$ cat src/rtl/fp_result_packer.sv
// fp_result_packer: two-stage round-and-pack back end for a single-precision
// floating-point unit. Stage 1 rounds to nearest even. Stage 2 applies the
// special-case overrides and range checks, then packs the IEEE-754 word.
// Both stages use a valid/ready handshake and stall together under backpressure.
module fp_result_packer #(
    parameter logic [31:0] QNAN = 32'h7FC0_0000
) (
    input  logic        clk,
    input  logic        rst_n,
    input  logic        in_valid,
    output logic        in_ready,
    input  logic        in_sign,
    input  logic [9:0]  in_exp,
    input  logic [26:0] in_mant,
    input  logic        in_is_nan,
    input  logic        in_is_inf,
    input  logic        in_is_zero,
    input  logic        in_sign_special,
    output logic        out_valid,
    input  logic        out_ready,
    output logic [31:0] out_result,
    output logic        out_overflow,
    output logic        out_underflow,
    output logic        out_inexact
);

    // Round to nearest even. The result is {inexact, exponent[9:0], mantissa[23:0]}.
    // A carry out of the 24-bit significand renormalises: shift right, exponent + 1.
    function automatic logic [34:0] round_rne(input logic signed [9:0] e,
                                              input logic [26:0]        m);
        logic               round_up;
        logic               inexact;
        logic        [24:0] sum;
        logic signed [9:0]  e_out;
        logic        [23:0] m_out;
        round_up = m[2] && (m[1] || m[0] || m[3]);
        inexact  = |m[2:0];
        sum      = {1'b0, m[26:3]} + {24'd0, round_up};
        if (sum[24]) begin
            m_out = sum[24:1];
            e_out = e + 10'sd1;
        end else begin
            m_out = sum[23:0];
            e_out = e;
        end
        return {inexact, e_out, m_out};
    endfunction

    // Resolve the final word and flags. The result is {word[31:0], overflow, underflow, inexact}.
    // Priority: NaN > Inf > Zero > Overflow > Underflow > Normal. Denormals are flushed.
    function automatic logic [34:0] pack_result(input logic              nan,
                                                input logic              inf,
                                                input logic              zero,
                                                input logic              sign_special,
                                                input logic              sign,
                                                input logic signed [9:0] e,
                                                input logic [23:0]       m,
                                                input logic              inexact);
        if (nan)
            return {QNAN, 3'b000};
        else if (inf)
            return {sign_special, 8'hFF, 23'h0, 3'b000};
        else if (zero)
            return {sign, 31'h0, 3'b000};
        else if (e >= 10'sd255)
            return {sign, 8'hFF, 23'h0, 3'b101};
        else if (e <= 10'sd0)
            return {sign, 31'h0, 3'b011};
        else
            return {sign, e[7:0], m[22:0], 2'b00, inexact};
    endfunction

    logic               en1;
    logic               en2;
    logic        [34:0] rnd_p0;

    logic               vld_p1;
    logic               sign_p1;
    logic signed [9:0]  exp_p1;
    logic        [23:0] mant_p1;
    logic               inexact_p1;
    logic               nan_p1;
    logic               inf_p1;
    logic               zero_p1;
    logic               sign_special_p1;
    logic        [34:0] pack_p1;

    // A stage advances when its successor is empty or is draining this cycle.
    assign en2      = !out_valid || out_ready;
    assign en1      = !vld_p1 || en2;
    assign in_ready = en1;

    // ---- stage 0 -> stage 1: rounding ----
    assign rnd_p0 = round_rne(in_exp, in_mant);

    // Stage 1 occupancy flag; cleared asynchronously so in-flight beats vanish on reset.
    always_ff @(posedge clk or negedge rst_n) begin
        if (!rst_n)
            vld_p1 <= 1'b0;
        else if (en1)
            vld_p1 <= in_valid;
    end

    // Stage 1 payload; only meaningful while vld_p1 is set, so it carries no reset.
    always_ff @(posedge clk) begin
        if (en1 && in_valid) begin
            sign_p1         <= in_sign;
            inexact_p1      <= rnd_p0[34];
            exp_p1          <= rnd_p0[33:24];
            mant_p1         <= rnd_p0[23:0];
            nan_p1          <= in_is_nan;
            inf_p1          <= in_is_inf;
            zero_p1         <= in_is_zero;
            sign_special_p1 <= in_sign_special;
        end
    end

    // ---- stage 1 -> stage 2: overrides and packing ----
    assign pack_p1 = pack_result(nan_p1, inf_p1, zero_p1, sign_special_p1,
                                 sign_p1, exp_p1, mant_p1, inexact_p1);

    // Output register; holds its value while the downstream block stalls.
    always_ff @(posedge clk or negedge rst_n) begin
        if (!rst_n) begin
            out_valid     <= 1'b0;
            out_result    <= 32'h0;
            out_overflow  <= 1'b0;
            out_underflow <= 1'b0;
            out_inexact   <= 1'b0;
        end else if (en2) begin
            out_valid <= vld_p1;
            if (vld_p1)
                {out_result, out_overflow, out_underflow, out_inexact} <= pack_p1;
        end
    end

endmodule

$ cat config.mk
export PLATFORM = sky130hd
export DESIGN_NAME = fp_result_packer
export DESIGN_NICKNAME = d
export VERILOG_FILES = /design/src/rtl/fp_result_packer.sv
export SDC_FILE = /design/constraint.sdc
export NUM_CORES = 1
export LEC_CHECK = 0
export ABC_AREA = 1
export CAP_MARGIN = 15
export CORE_AREA = 2 2 77 108
export DETAILED_ROUTE_END_ITERATION = 12
export DIE_AREA = 0 0 79 110
export GPL_ROUTABILITY_DRIVEN = 1
export PLACE_DENSITY = 0.78
export SLEW_MARGIN = 20
export SYNTH_ARGS = -nofsm -noshare
export SYNTH_HDL_FRONTEND = slang
export SYNTH_SLANG_ARGS = --single-unit
$ cat constraint.sdc
create_clock -name clk -period 2 [get_ports clk]
set_clock_uncertainty 0.1 [all_clocks]
set_input_delay 0.2 -clock clk [delete_from_list [all_inputs] [get_ports clk]]
set_output_delay 0.2 -clock clk [all_outputs]
set_load 0.005 [all_outputs]
==> Yosys cells after proc, flatten, opt, wreduce, memory -nomap -nowiden <==
Index checks and enable logic that the tools add are counted.
{ "totals": {"register_bits": 76, "word_cells": 35} }
{ "classes": {"addsub": 2, "n_lt_le_gt_ge": 2, "muxes": 7, "reduce_logical": 10} }
{ "ops": {"columns": ["op", "n"], "rows": [
  ["two-way mux 34 bit", 3],
  ["two-way mux 35 bit", 2],
  ["adder 24 x 1 -> 25 bit", 1],
  ["two-way mux 23 bit", 1],
  ["adder 10 x 2 -> 10 bit, second input constant", 1],
  [">= comparator 10 x 9 -> 1 bit, second input constant", 1],
  ["<= comparator 10 x 1 -> 1 bit, second input constant", 1],
  ["two-way mux 10 bit", 1],
  ["logical OR 1 bit", 4],
  ["OR reduction 3 bit", 1],
  ["logical AND 1 bit", 2],
  ["logical NOT 1 bit", 2],
  ["AND reduction 2 bit", 1]
]} }

==> Depth between registers and ports, before layout <==
Gate-level depths: netlist of run 1.
{ "logic_depth": {"word_depth": 6, "depth_mapped": 12} }

==> Worst setup path before layout of run 1 <==
Ideal clock, no wire load.
{ "synth_timing": {"kind": "register -> register", "from": "reg out_valid", "to": "reg exp_p1[0] (enable)", "arrival_time_ns": 1.376, "required_ns": 1.506, "slack_ns": 0.131, "stages_incl_launch_ff": 4, "n_path_buf": 0, "path_cell_list": "dfrtp_1 -> nand3_1 -> nand2_1 -> inv_1"} }
{ "synth_between": {"elab_chain_len": 4} }
{ "synth_rtl": {"columns": ["item", "line", "rtl"], "rows": [
  ["from (decl)", "19", "output logic out_valid,"],
  ["from (signal assigned)", "131", "out_valid <= vld_p1;"],
  ["logical NOT 1 bit", "89", "assign en2 = !out_valid || out_ready;"],
  ["logical OR 1 bit", "89", null],
  ["logical OR 1 bit", "90", "assign en1 = !vld_p1 || en2;"],
  ["net in_ready", "11", "output logic in_ready,"],
  ["logical AND 1 bit", "106", "if (en1 && in_valid) begin"],
  ["to (signal assigned)", "109", "exp_p1 <= rnd_p0[33:24];"],
  ["to (decl)", "79", "logic signed [9:0] exp_p1;"]
]} }
The timed path passes the listed nets, and every way through them passes these cells.
A chain may end at the register's enable or synchronous reset.

==> Final worst setup path of run 1 <==
{ "layout_timing": {"from": "in in_mant[2]", "to": "reg exp_p1[7], data pin"} }
{ "layout_between": {"elab_chain_len": 3} }
{ "layout_rtl": {"columns": ["item", "line", "rtl"], "rows": [
  ["from (decl)", "14", "input logic [26:0] in_mant,"],
  ["logical AND 1 bit", "36", "round_up = m[2] && (m[1] || m[0] || m[3]);"],
  ["adder 24 x 1 -> 25 bit", "38", "sum = {1'b0, m[26:3]} + {24'd0, round_up};"],
  ["two-way mux 10 bit", "39", "if (sum[24]) begin"],
  ["net rnd_p0[31]", "75", "logic [34:0] rnd_p0;"]
]} }
The timed path passes the listed nets, and every way through them passes these cells.

==> results_dict.tcl, run 1 <==
set metrics [dict create \
    area_growth_pct 34.36 \
    dieHeight_um 110 \
    combPwrFrac_pct 17.3 \
    synth.most_common_cell "nand2_1" \
    vias 3206 \
    finalWorstSetupSlack_ps 177.7 \
    clockPowerShare_pct 32.2 \
    peakVddDrop_mv 0.5149 \
    dp_slack_ps -187.6 \
    worstSetupStartpointType "input pin" \
    clk_latency_ps 340 \
    ys_types 32 \
    cp_max_fo 7 \
    vias_per_cell 4.850 \
    cts_sinks 76 \
    syn_nets 491 \
    drt_wl_total_mm 8.315 \
    seq_area_um2 2097 \
    syn_area_um2 3835 \
    grt_overflow_total 0 \
    initial_utilization_pct 49.79 \
    synth_largest_area_cell "edfxtp_1" \
    rows 38 \
    clock.fmax_ghz 0.5488 \
    cts_setup_buffers 0 \
    syn_inst 443 \
    fin_crit_sh_pct 91.11 \
    n_antenna_cell 0 \
    fin_crit_ps 1822 \
    crit_arrival_ps 1810 \
    cp-end-kind "register" \
    path_class "input pin to register" \
    cts_resized 0 \
    cts_tree "built" \
    drcViolationCount 0 \
    layout.nets 604 \
    track_usage_pct 20.40 \
    cts_root_buf "clkbuf_8" \
    hpwl_mm 6.618 \
    multi_input_area_um2 1536 \
    ys_seq_area_share_pct 54.68 \
    firstDrtPassIters 4 \
    ios 83 \
    setup_violations 0 \
    antenna_found_initial 0 \
    cts_hold_buffers 1 \
    drtIter0Drc 144 \
    die_area_um2 8690 \
    worstPathRequired_ps 1990 \
    outcome "finished clean" \
    numCtsBuffers 9 \
    ant_nets 0 \
    ys_seq_elements 76 \
    switchingPower_uw 874.8 \
    synth_warnings 0 \
    synth_ff_type "edfxtp_1" \
    grt_pass1_vias 3114 \
    syn_avg_cell_area_um2 8.657 \
    p_int_mw 2.814 \
    clock_path_buffers 2 \
    maxCapViolCount 0 \
    yosys.area.top_type_share_pct 30.54 \
    drv_slew 0 \
    hold_viol_final 0 \
    globalplace.congestion 0.8630 \
    tightest_slew_ps 774.2 \
    grt_max_degree 40 \
    async_flop_share_pct 48.68 \
    synth_edf_count 39 \
    ys_top_cells_by_count "158 x nand2_1, 41 x nor2_1, 39 x edfxtp_1, 37 x dfrtp_1, 30 x inv_1" \
    leakage_nw 2.213 \
    hp-class "input pin to register" \
    coreArea_um2 7702 \
    powerDensity_nw_per_um2 715.9 \
    slew_headroom_pct 48.39 \
    swShare_pct 23.71 \
    h-tree-depth 3 \
    seq_power_share_pct 50.4 \
    finalPower_mw 3.689 \
    wl_per_cell_um 12.58 \
    drive_above_1_share_pct 11.59 \
    die_width_um 79 \
    fill_cells 645 \
    path_clk_slew_ps 70 \
    ys_top_cells_by_area "edfxtp_1 31%, dfrtp_1 24%, nand2_1 15%" \
    io_buffers 82 \
    rsz0062_at_grt "false" \
    grt_pass1_wl_mm 13.83 \
]
==> state kept, by name (all words and copies together) (netlist names) <==
name	count
out_inexact	1
zero_p1	1
exp_p1	10
mant_p1	23
inexact_p1	1
out_overflow	1
sign_p1	1
nan_p1	1
out_result	32
inf_p1	1
out_valid	1
sign_special_p1	1
out_underflow	1
vld_p1	1
==> cells by family (layout without fill, tap and decap cells) <==
logic type               count (synthesis)  count (layout)  share of synthesized area [%]
AO/OA/AOI/OAI                           47              47                          6.395
AND/OR/NAND/NOR                        253             253                          28.45
adder cells (fa/ha/maj)                  2               2                         0.6524
buffers and inverters                   45             163                          5.253
flip-flops                              76              76                          54.68
XOR/XNOR                                20              20                          4.567
==> through the flow <==
stage               TNS (ps)  util, %  area, µm²  hold slack, ps  cells
finish                     0    66.89       5152           321.3    661
global route               0    66.89       5152           304.6    661
CTS                        0    66.89       5152           294.5    661
detailed placement     -2796    64.08       4936           226.9    644
global placement      -753.3    64.08       4936           223.5    644
floorplan                  0        -       3835          -195.6    443
==> per-layer routing <==
| metal | GRT usage [%] | part of all wire [%] | vias to the layer above |
|---|---|---|---|
| li1 | - | - | 1655 |
| met1 | 24.55 | 42 | 1445 |
| met2 | 36.26 | 52 | 95 |
| met3 | 3.339 | 4.4 | 11 |
| met4 | 8.498 | 2.1 | 0 |
| met5 | 0 | 0 | - |
==> final timing paths <==
check	cells after the start	start	slack, ps	to
min	1	in_is_zero	320	zero_p1
max	13	in_mant[2]	180	exp_p1[7]
min reg2reg	2	inexact_p1	390	out_inexact
max reg2reg	7	exp_p1[1]	240	out_result[1]
max in group asynchronous	2	rst_n	920	vld_p1
min in group asynchronous	2	rst_n	380	out_result[10]
==> placed cells by master, fill, tap and decap left out, types with 9 or more instances in the layout <==
cell             instances
a21oi_1                 12
nand2_1                158
clkdlybuf4s50_1         81
nand3_1                 23
xor2_1                  10
nor2_1                  41
clkbuf_8                 9
o21ai_0                 12
o21ai_1                 20
edfxtp_1                39
dfrtp_1                 37
buf_4                   28
xnor2_1                 10
inv_1                   30
==> critical path, cell delays in order <==
cell,delay (ps)
clkdlybuf4s50_1,480
nand2_1,70
inv_1,60
ha_1,170
nand3_2,140
nor2_4,130
nand3_2,90
inv_2,70
nand2_2,60
nor2_4,170
nand2_1,70
nand2_1,60
nand2_1,50
==> power by group through the flow <==
stage | sequential (mW) | clock (mW) | combinational (mW)
2_1_floorplan | 1.89 | 0 | 0.268
3_3_place_gp | 1.89 | 0 | 0.627
3_5_place_dp | 1.89 | 0 | 0.641
4_1_cts | 1.86 | 1.22 | 0.645
5_1_grt | 1.88 | 1.29 | 0.711
6_report | 1.86 | 1.19 | 0.639
==> area by class of cell <==
type,count,share of cell area [%]
repair buffers,112,20.50
clock inverters,6,1.530
clock buffers,10,2.477
multi-input cells,322,29.82
well taps,100,2.428
inverters,35,2.550
flip-flops and latches,76,40.70
Note: power is estimated with default switching activity, not from simulation.
==> run 2: changes to the inputs <==
CAP_MARGIN = default   (was 15)
GPL_TIMING_DRIVEN = 0   (was default)
==> run 2 against run 1 <==
Effect of this change: non-clock buffer count down 14; sequential share of layout area grew 0.93 points; fmax fell by 0.92%; final cell count decreased by 2.1%; core utilization down 1.5 points; global-route usage fell by 0.84 points; combinational power fell by 3.8%.
==> results_dict.tcl, run 2 (synthesis results as in run 1) <==
set metrics [dict create \
    outcome "finished clean" \
    largest_reg_flops 32 \
    layout_commonest_cell "nand2_1" \
    critPathLaunch "in_mant[2]" \
    final_util_pct 65.40 \
    leakage_nw 2.130 \
    worstSetupStartpointType "input pin" \
    grt_max_degree 40 \
    postPlaceCellArea_um2 4796 \
    clk_latency_ps 340 \
    grt_pass1_vias 3021 \
    cts_tree "built" \
    coreArea_um2 7702 \
    grt_use_met1_pct 22.84 \
    grt_pass1_wl_mm 13.19 \
    clock.fmax_ghz 0.5437 \
    path_class "input pin to register" \
    firstDrtPassIters 4 \
    most-common-layout-cells "157 x nand2_1, 81 x clkdlybuf4s50_1, 41 x nor2_1, 39 x edfxtp_1, 37 x dfrtp_1" \
    io_buffers 82 \
    ant_nets 0 \
    fin_crit_sh_pct 91.96 \
    track_usage_pct 19.56 \
    slew_headroom_pct 49.07 \
    drive_above_1_share_pct 9.689 \
    n_antenna_cell 0 \
    regMostFlops "out_result" \
    vias_per_cell 4.872 \
    hold_viol_final 0 \
    top_regs "out_result (32), mant_p1 (23), exp_p1 (10)" \
    reg2reg_slack_ps 330 \
    drcViolationCount 0 \
    clock_path_buffers 2 \
    finalPower_mw 3.478 \
    use_met2_pct 34.08 \
    worstPathRequired_ps 1980 \
    rr_endpoint "exp_p1[9]" \
    cp-end-kind "register" \
    initial_utilization_pct 49.79 \
    cts_root_buf "clkbuf_8" \
    tns_ps 0 \
    powerDensity_nw_per_um2 690.5 \
    die_area_um2 8690 \
    hpwl_mm 6.236 \
    worstReg2RegStart "out_valid" \
    peakVddDrop_mv 0.4762 \
    layout.nets 590 \
    grt_overflow_total 0 \
    drv_slew 0 \
    cp_max_fo 10 \
    fin_crit_ps 1839 \
    tightest_slew_ps 762.9 \
    fin_area_um2 5037 \
    hp-class "input pin to asynchronous set/reset pin" \
    antenna_found_initial 0 \
    wl_per_cell_um 12.13 \
    crit_arrival_ps 1820 \
    maxCapViolCount 0 \
    dp.cells 626 \
    globalplace.congestion 0.9456 \
    numCtsBuffers 9 \
    r2r.worst_path.cells 3 \
    rows 38 \
    ios 83 \
    setup_violations 0 \
    vias 3152 \
    rsz0062_at_grt "false" \
    cts_sinks 76 \
    die_width_um 79 \
    area_growth_pct 31.35 \
    h-tree-depth 3 \
    drtIter0Drc 154 \
    layout.cells.non_filler 647 \
    grt-busiest-layer "met2" \
    drt_wl_total_mm 7.848 \
    dieHeight_um 110 \
    endpoint "mant_p1[0]" \
    use_met3_pct 4.235 \
    path_clk_slew_ps 70 \
]
-- run 2: cell count changes in the layout (fill, tap and decap cells not counted), moves of 2 or more --
cell,delta
bufinv_16,-2
buf_4,-23
clkbuf_1,+3
clkbuf_8,+2
buf_6,+3
inv_1,-2
inv_2,+2
buf_2,+5
-- run 2: worst min path at each step --
| stage | start | to |
|---|---|---|
| floorplan | rst_n | out_inexact |
| global placement | out_result[31] | out_result[31] |
| detailed placement | rst_n | out_result[10] |
| CTS | rst_n | out_result[10] |
| global route | rst_n | out_result[10] |
| finish | rst_n | out_result[10] |
-- run 2: area by class of cell --
type                       count  area [µm²]
clock inverter                 2       10.01
buffer                        10       70.07
tap                          100       125.1
multi-input combinational    322        1565
clock buffer                  14       162.7
sequential                    76        2097
inverter                      35       131.4
fill                         647        2665
timing repair buffer          88       875.8
-- run 2: report_power, final --
part	switching (mW)	internal, mW	total [mW]
logic	0.307	0.308	0.615
clock network	0.487	0.515	1.00
registers	0.0647	1.80	1.86
-- run 2: per-layer routing --
metal | routed length [µm] | vias up
met5 | 0 | -
met4 | 167 | 0
met3 | 393 | 11
met2 | 3974 | 92
met1 | 3313 | 1418
li1 | - | 1631
-- run 2: critical path, stage by stage --
cell	delay, ps
clkdlybuf4s50_1	490
nand2_2	100
inv_2	80
ha_4	150
nand3_4	110
nor3_4	160
nand2_1	140
inv_2	130
buf_4	180
o21ai_0	80
-- run 2: timing repair --
action	in CTS	in global routing
pin swaps	2	3
hold endpoints to repair	37	0
buffers inserted	3	1
setup endpoints to repair	1	26
gates resized for setup	1	5
hold buffers	1	0
-- run 2: metrics by stage --
| step | setup slack (ps) | hold WS, ps |
|---|---|---|
| global route | 13.56 | 117.3 |
| detailed placement | -429.9 | -62.91 |
| finish | 160.9 | 114.8 |
| global placement | -411.2 | 361.1 |
| CTS | 21.91 | 100.7 |
| floorplan | 130.5 | -195.6 |
